<file path="src/rtl/anubis_io_pkg.sv">
// anubis_io_pkg: shared widths, core order codes and controller state encoding
package anubis_io_pkg;
    localparam int WORD_W = 32;
    localparam int BLK_W = 128;
    localparam logic [1:0] ORD_KEY = 2'b00;
    localparam logic [1:0] ORD_PT = 2'b01;
    localparam logic [1:0] ORD_RUN = 2'b10;
    typedef enum logic [2:0] {IDLE, CRST, KEYLD, PTLD, RUN, CAPT, DRAIN} state_t;
endpackage

</file>
<file path="src/rtl/anubis_word_packer.sv">
// anubis_word_packer: gathers four 32-bit words into a 128-bit block, MSB word first
module anubis_word_packer
    import anubis_io_pkg::*;
(
    input  logic              clk,
    input  logic              reset,
    input  logic [WORD_W-1:0] word,
    input  logic              is_key,
    input  logic              accept,
    output logic [BLK_W-1:0]  block,
    output logic              tag,
    output logic              done
);
    logic [BLK_W-WORD_W-1:0] gather;
    logic [1:0] cnt;
    always_ff @(posedge clk or posedge reset)
        if (reset) begin
            gather <= '0;
            cnt <= 2'd0;
            tag <= 1'b0;
        end else if (accept) begin
            gather <= {gather[BLK_W-2*WORD_W-1:0], word};
            cnt <= cnt + 2'd1;
            if (cnt == 2'd0) tag <= is_key;
        end
    // the block is complete in the same cycle its fourth word is accepted
    assign block = {gather, word};
    assign done = accept && cnt == 2'd3;
endmodule

</file>
<file path="src/rtl/anubis_stream_ctrl.sv">
// anubis_stream_ctrl: word-stream front-end that loads, runs and drains the Anubis core per block
module anubis_stream_ctrl
    import anubis_io_pkg::*;
#(
    parameter int LOAD_CYCLES = 3,
    parameter int RUN_CYCLES = 16
) (
    input  logic              clk,
    input  logic              reset,
    input  logic [WORD_W-1:0] s_word,
    input  logic              s_is_key,
    input  logic              s_valid,
    output logic              s_ready,
    output logic [WORD_W-1:0] m_word,
    output logic              m_valid,
    input  logic              m_ready,
    output logic              busy,
    output logic              err_no_key,
    output logic              core_reset,
    output logic [1:0]        core_order,
    output logic [BLK_W-1:0]  core_data_in,
    input  logic [BLK_W-1:0]  core_data_out
);
    state_t state, state_n;
    logic [4:0] phase, phase_n;
    logic [BLK_W-1:0] key, pt, ct, blk;
    logic key_valid, tag, done;

    anubis_word_packer u_packer (
        .clk(clk),
        .reset(reset),
        .word(s_word),
        .is_key(s_is_key),
        .accept(s_valid && s_ready),
        .block(blk),
        .tag(tag),
        .done(done)
    );

    always_ff @(posedge clk or posedge reset)
        if (reset) begin
            state <= IDLE;
            phase <= 5'd0;
            key <= '0;
            key_valid <= 1'b0;
            pt <= '0;
            ct <= '0;
            err_no_key <= 1'b0;
        end else begin
            state <= state_n;
            phase <= phase_n;
            err_no_key <= done && !tag && !key_valid;
            if (done && tag) begin
                key <= blk;
                key_valid <= 1'b1;
            end
            if (done && !tag && key_valid) pt <= blk;
            if (state == CAPT) ct <= core_data_out;
        end

    // in DRAIN the phase counter doubles as the slice index, 3 = MSB slice
    always_comb begin
        state_n = state;
        phase_n = phase;
        case (state)
            IDLE:  if (done && !tag && key_valid) begin state_n = CRST; phase_n = 5'd0; end
            CRST:  begin state_n = KEYLD; phase_n = 5'(LOAD_CYCLES - 1); end
            KEYLD: if (phase == 5'd0) begin state_n = PTLD; phase_n = 5'(LOAD_CYCLES - 1); end
                   else phase_n = phase - 5'd1;
            PTLD:  if (phase == 5'd0) begin state_n = RUN; phase_n = 5'(RUN_CYCLES - 1); end
                   else phase_n = phase - 5'd1;
            RUN:   if (phase == 5'd0) begin state_n = CAPT; phase_n = 5'd0; end
                   else phase_n = phase - 5'd1;
            CAPT:  begin state_n = DRAIN; phase_n = 5'd3; end
            DRAIN: if (m_ready) begin
                       if (phase == 5'd0) state_n = IDLE;
                       else phase_n = phase - 5'd1;
                   end
            default: begin state_n = IDLE; phase_n = 5'd0; end
        endcase
    end

    assign s_ready = state == IDLE && !reset;
    assign busy = state != IDLE;
    assign m_valid = state == DRAIN;
    assign m_word = m_valid ? ct[{phase[1:0], 5'd0} +: WORD_W] : '0;
    assign core_reset = state == IDLE || state == CRST;
    assign core_order = state == KEYLD ? ORD_KEY : state == PTLD ? ORD_PT : ORD_RUN;
    assign core_data_in = state == KEYLD ? key : (state == PTLD || state == RUN) ? pt : '0;
endmodule

</file>
<file path="config.mk">
export PLATFORM = sky130hd
export DESIGN_NAME = anubis_stream_ctrl
export DESIGN_NICKNAME = d
export VERILOG_FILES = /design/src/rtl/anubis_io_pkg.sv /design/src/rtl/anubis_word_packer.sv /design/src/rtl/anubis_stream_ctrl.sv
export SDC_FILE = /design/constraint.sdc
export NUM_CORES = 1
export LEC_CHECK = 0
export ABC_CLOCK_PERIOD_IN_PS = 19300
export CAP_MARGIN = 5
export CELL_PAD_IN_SITES_DETAIL_PLACEMENT = 0
export CELL_PAD_IN_SITES_GLOBAL_PLACEMENT = 1
export CORE_MARGIN = 3
export CORE_UTILIZATION = 41
export DETAILED_ROUTE_END_ITERATION = 7
export HOLD_SLACK_MARGIN = 0.1
export PLACE_DENSITY = 0.81
export SLEW_MARGIN = 30
export SYNTH_ARGS = -nofsm -noshare
export SYNTH_HDL_FRONTEND = slang
export SYNTH_SLANG_ARGS = --single-unit
</file>
<file path="constraint.sdc">
create_clock -name clk -period 19.3 [get_ports clk]
set_clock_uncertainty 0.2 [all_clocks]
set_input_delay 3.86 -clock clk [delete_from_list [all_inputs] [get_ports clk]]
set_output_delay 3.86 -clock clk [all_outputs]
set_load 0.005 [all_outputs]
</file>
* Word level (Yosys, flattened, before mapping)
Index checks and enable logic that the tools add are counted.
Word-level totals: input bits 165, bits in registers 493, word-level logic and storage cells 65
Cells by class: reductions and logical operators 19, eq/ne operators 14, shift-type cells 1, mux-type cells 19, $add $sub $neg 2
Operators by type and width (number):
- $mux 128 | 2
- $shiftx 128x8->32 | 1
- $pmux 5 s7 | 1
- $mux 32 | 1
- $mux 5 | 6
- $pmux 3 s7 | 1
- $mux 3 | 6
- $ne 2x2->1 const B | 5
- $eq 3x3->1 const B | 3
- $logic_and 1x1->1 | 7
- $eq 3x2->1 const B | 2
- $reduce_and 6->1 | 1
- $logic_not 5->1 | 1
- $sub 5x1->5 const B | 1
- $mux 2 | 2
- $ne 2x1->1 const B | 2
- $eq 3x1->1 const B | 1
- $logic_not 1->1 | 3
- $logic_not 3->1 | 1
- $reduce_and 3->1 | 1
- $reduce_bool 3->1 | 1
- $add 2x1->2 const B | 1
- $eq 2x2->1 const B | 1
- $logic_not 2->1 | 1
- other kinds (2) | 3

* Logic depth before layout (Yosys ltp)
depth in word-level cells 8, gate-level depth with buffers 11, depth with buffers taken out 7

* Hierarchy
A second synthesis with hierarchy kept.
Unflattened totals: cells, all modules 1372, area total of the unflattened synthesis 21099.0 um2
By module, submodules not included:
- anubis_stream_ctrl | cells an instance 1123, area an instance 17107.7 um2, times used 1
- anubis_word_packer | cells an instance 249, area an instance 3991.3 um2, times used 1

* Worst setup path before layout
No wires, ideal clock.
path type input to output, start input reset, end output s_ready, data arrival time 3.966 ns, path slack 11.274 ns, data required time 15.240 ns, stages on the path 1, cell sequence nor2_1
On the way: word-level cells in the longest chain between the ends 2
RTL lines:
- start: declaration | line anubis_stream_ctrl.sv:9 | input logic reset,
- $logic_not 1->1 | line anubis_stream_ctrl.sv:83 | assign s_ready = state == IDLE && !reset;
- $logic_and 1x1->1 | line anubis_stream_ctrl.sv:83
- end: declaration | line anubis_stream_ctrl.sv:13 | output logic s_ready,
Every way passes these cells.

* Final worst setup path
Same ends and word-level chain as after synthesis.

==> impl_metrics.env <==
export IMPL_status="finished clean"
export IMPL_avgSynthCellArea_sq_um=13.5
export IMPL_finish_utilization_pct=52.7
export IMPL_grt_pass1_vias=14100
export IMPL_synth_adder_area_share_pct=0.180
export IMPL_ys_seq_area_share_pct=59.2
export IMPL_route_detailed_drc=0
export IMPL_place_area_sq_um=24700
export IMPL_cts_buffers=53
export IMPL_vdd_ir_drop_max_v=0.0000846
export IMPL_antenna_found_initial=1
export IMPL_grt_max_degree=183
export IMPL_synth_area_leaders="dfrtp_1, mux2_2, mux2_1"
export IMPL_nNetsFinal=2016
export IMPL_cts_resized=0
export IMPL_dr_pass1_iters=4
export IMPL_synth_cells=1550
export IMPL_relSlewSlack_pct=37.4
export IMPL_arrival_ns=5.06
export IMPL_cts_clk_slew_worst_paths_ns=0.06
export IMPL_critical_path_class="input pin to output pin"
export IMPL_p_leak_nw=12.5
export IMPL_cp_end_kind="output pin"
export IMPL_fp_dieW_um=232
export IMPL_drt_iter0_markers=677
export IMPL_cts_tree="done"
export IMPL_routabilityCongestion=0.767
export IMPL_ios=332
export IMPL_htreeDepth=2
export IMPL_yosys_most_used_dff="dfrtp_1"
export IMPL_avgViaCountPerCell=5.20
export IMPL_synth_warning_count=0
export IMPL_netlist_area_leader_share_pct=59.2
export IMPL_hp_class="flip-flop to flip-flop"
export IMPL_synth_compound_area_share_pct=6.29
export IMPL_async_reset_ff_share_pct=100
export IMPL_syn_num_nets=1718
export IMPL_areaGrowthSynthToFinish_pct=26.8
export IMPL_setup_violations=0
export IMPL_overflow=0
export IMPL_wl_per_cell_um=20.3
export IMPL_ys_seq_elements=493
export IMPL_synth_top_family_by_area="multiplexers"
export IMPL_required_ns=15.24
export IMPL_finalPower_mw=3.77
export IMPL_synthXorXnorAreaFrac_pct=0.0840
export IMPL_start_kind="input pin"
export IMPL_maxCapViolCount=0
export IMPL_clock_root_buffer="clkbuf_16"
export IMPL_holdBufCountCts=0
export IMPL_initial_core_util_pct=41.6
export IMPL_grt_util_all_layers_pct=19.5
export IMPL_muxShareOfSynthArea_pct=24.2
export IMPL_synth_area_leader_cell="dfrtp_1"
export IMPL_dpl_cell_count=2464
export IMPL_dpl_hpwl_mm=32.9
export IMPL_cts_path_max_buffers=3
export IMPL_final_period_utilization_pct=47.2
export IMPL_antenna_left=0
export IMPL_synth_most_common_cell="dfrtp_1"
export IMPL_synthTopCellsByCount="dfrtp_1, nand2_1, mux2_2"
export IMPL_vias=13300
export IMPL_die_area_sq_um=53600
export IMPL_drt_total_wl_mm=52.0
export IMPL_grt_pass1_wl_mm=82.3
export IMPL_rows=82
export IMPL_worstPathMaxFanout=3
export IMPL_final_cells=2564
export IMPL_synth_enable_flop_cells=0
export IMPL_hold_violations=0
export IMPL_yosysUniqueCellTypes=44
export IMPL_powerDensity_nw_per_um2=142
export IMPL_yosys_area_share_simple_pct=7.18
export IMPL_rsz0062_at_grt="false"
export IMPL_fp_dieH_um=232
export IMPL_period_needed_ns=9.12
export IMPL_setup_tns_ns=0
export IMPL_cts_setup_buffers=0
export IMPL_core_area_sq_um=50200
export IMPL_drv_slew=0
export IMPL_final_layout_size_suffix_gt1_share_pct=20.4
export IMPL_cts_sinks=493
export IMPL_port_buffers=331
export IMPL_insertion_delay_ns=0.62
export IMPL_fmax_mhz=110
export IMPL_fin_area_sq_um=26400
export IMPL_synth_area_sq_um=20900
export IMPL_worst_slew_pin_transition_ns=0.939
==> area by class of cell <==
cell class	count	area [sq um]
diodes	1	2.50
flip-flops and latches	493	12300
repair buffers	351	3510
fillers	4242	23700
inverters	10	45.0
clock buffers	79	1550
multi-input cells	939	7980
clock inverters	19	174
well taps	672	841
==> routing by layer <==
layer,wire (um),up-vias,track usage [%],part of all wire [%]
li1,-,6057,-,-
met3,4240,76,5.85,8.1
met2,23300,339,29.7,45
met4,1150,2,5.13,2.2
met5,12,-,0,0.023
met1,23300,6848,27.2,45
==> sequential cells by signal, summed over array words and instances, names as in the netlist, 2 cells and up <==
signal	flops
ct	128
key	128
phase	5
pt	128
state	3
u_packer.cnt	2
u_packer.gather	96
==> cells in the final DEF (no fill, tap or decap), drive strengths merged, types with 2 or more instances in the layout <==
cell | netlist | final
clkinv | 0 | 13
o22ai | 2 | 2
dfrtp | 493 | 493
mux2 | 385 | 385
buf | 55 | 20
nor3 | 6 | 6
nor2b | 33 | 33
o2bb2ai | 2 | 2
a22o | 129 | 129
inv | 10 | 14
nand3 | 2 | 2
nor2 | 8 | 8
clkbuf | 53 | 79
mux4 | 32 | 32
ha | 3 | 3
or2 | 2 | 2
nand2b | 5 | 5
xnor2 | 2 | 2
a21oi | 6 | 6
o21ai | 9 | 9
clkdlybuf4s50 | 0 | 331
nand2 | 298 | 298
==> per-stage QoR <==
| step | setup WS, ns | hold WS (ns) |
|---|---|---|
| 6_report | 10.19 | 0.259 |
| 3_5_place_dp | 10.18 | 0.246 |
| 5_1_grt | 10.15 | 0.294 |
| 4_1_cts | 10.17 | 0.262 |
| 3_3_place_gp | 10.18 | 0.240 |
| 2_1_floorplan | 1.48 | 0.218 |
==> power breakdown <==
part | switching (mW) | internal (mW) | leakage [nW]
registers | 0.237 | 1.40 | 6.41
clock network | 0.421 | 0.573 | 0.858
logic | 0.508 | 0.631 | 5.23
==> path summary, 6_finish.rpt <==
path | start | endpoint | slack, ns | cells past startpoint
worst max-delay path | reset | s_ready | 10.19 | 3
worst min-delay path | key_valid | err_no_key | 0.26 | 1
worst max register to register | state[0] | key[35] | 15.76 | 6
worst min register to register | key_valid | err_no_key | 0.26 | 1
max in group asynchronous | reset | ct[27] | 13.07 | 4
min in group asynchronous | reset | u_packer.gather[75] | 3.67 | 2
==> worst max-delay path: stages <==
cell and delay [ns]:
clkdlybuf4s50_1 0.53, nor2_1 0.15, clkdlybuf4s50_1 0.51
==> logic make-up (layout without fill, tap and decap cells) <==
kind of cell,after synthesis,after routing
other cells,0,1
compound gates,157,157
mux,417,417
simple gates,360,360
xor+xnor,2,2
flops,493,493
buf+inv,118,459
fa+ha+maj,3,3
Power figures use the tool's default switching activity.
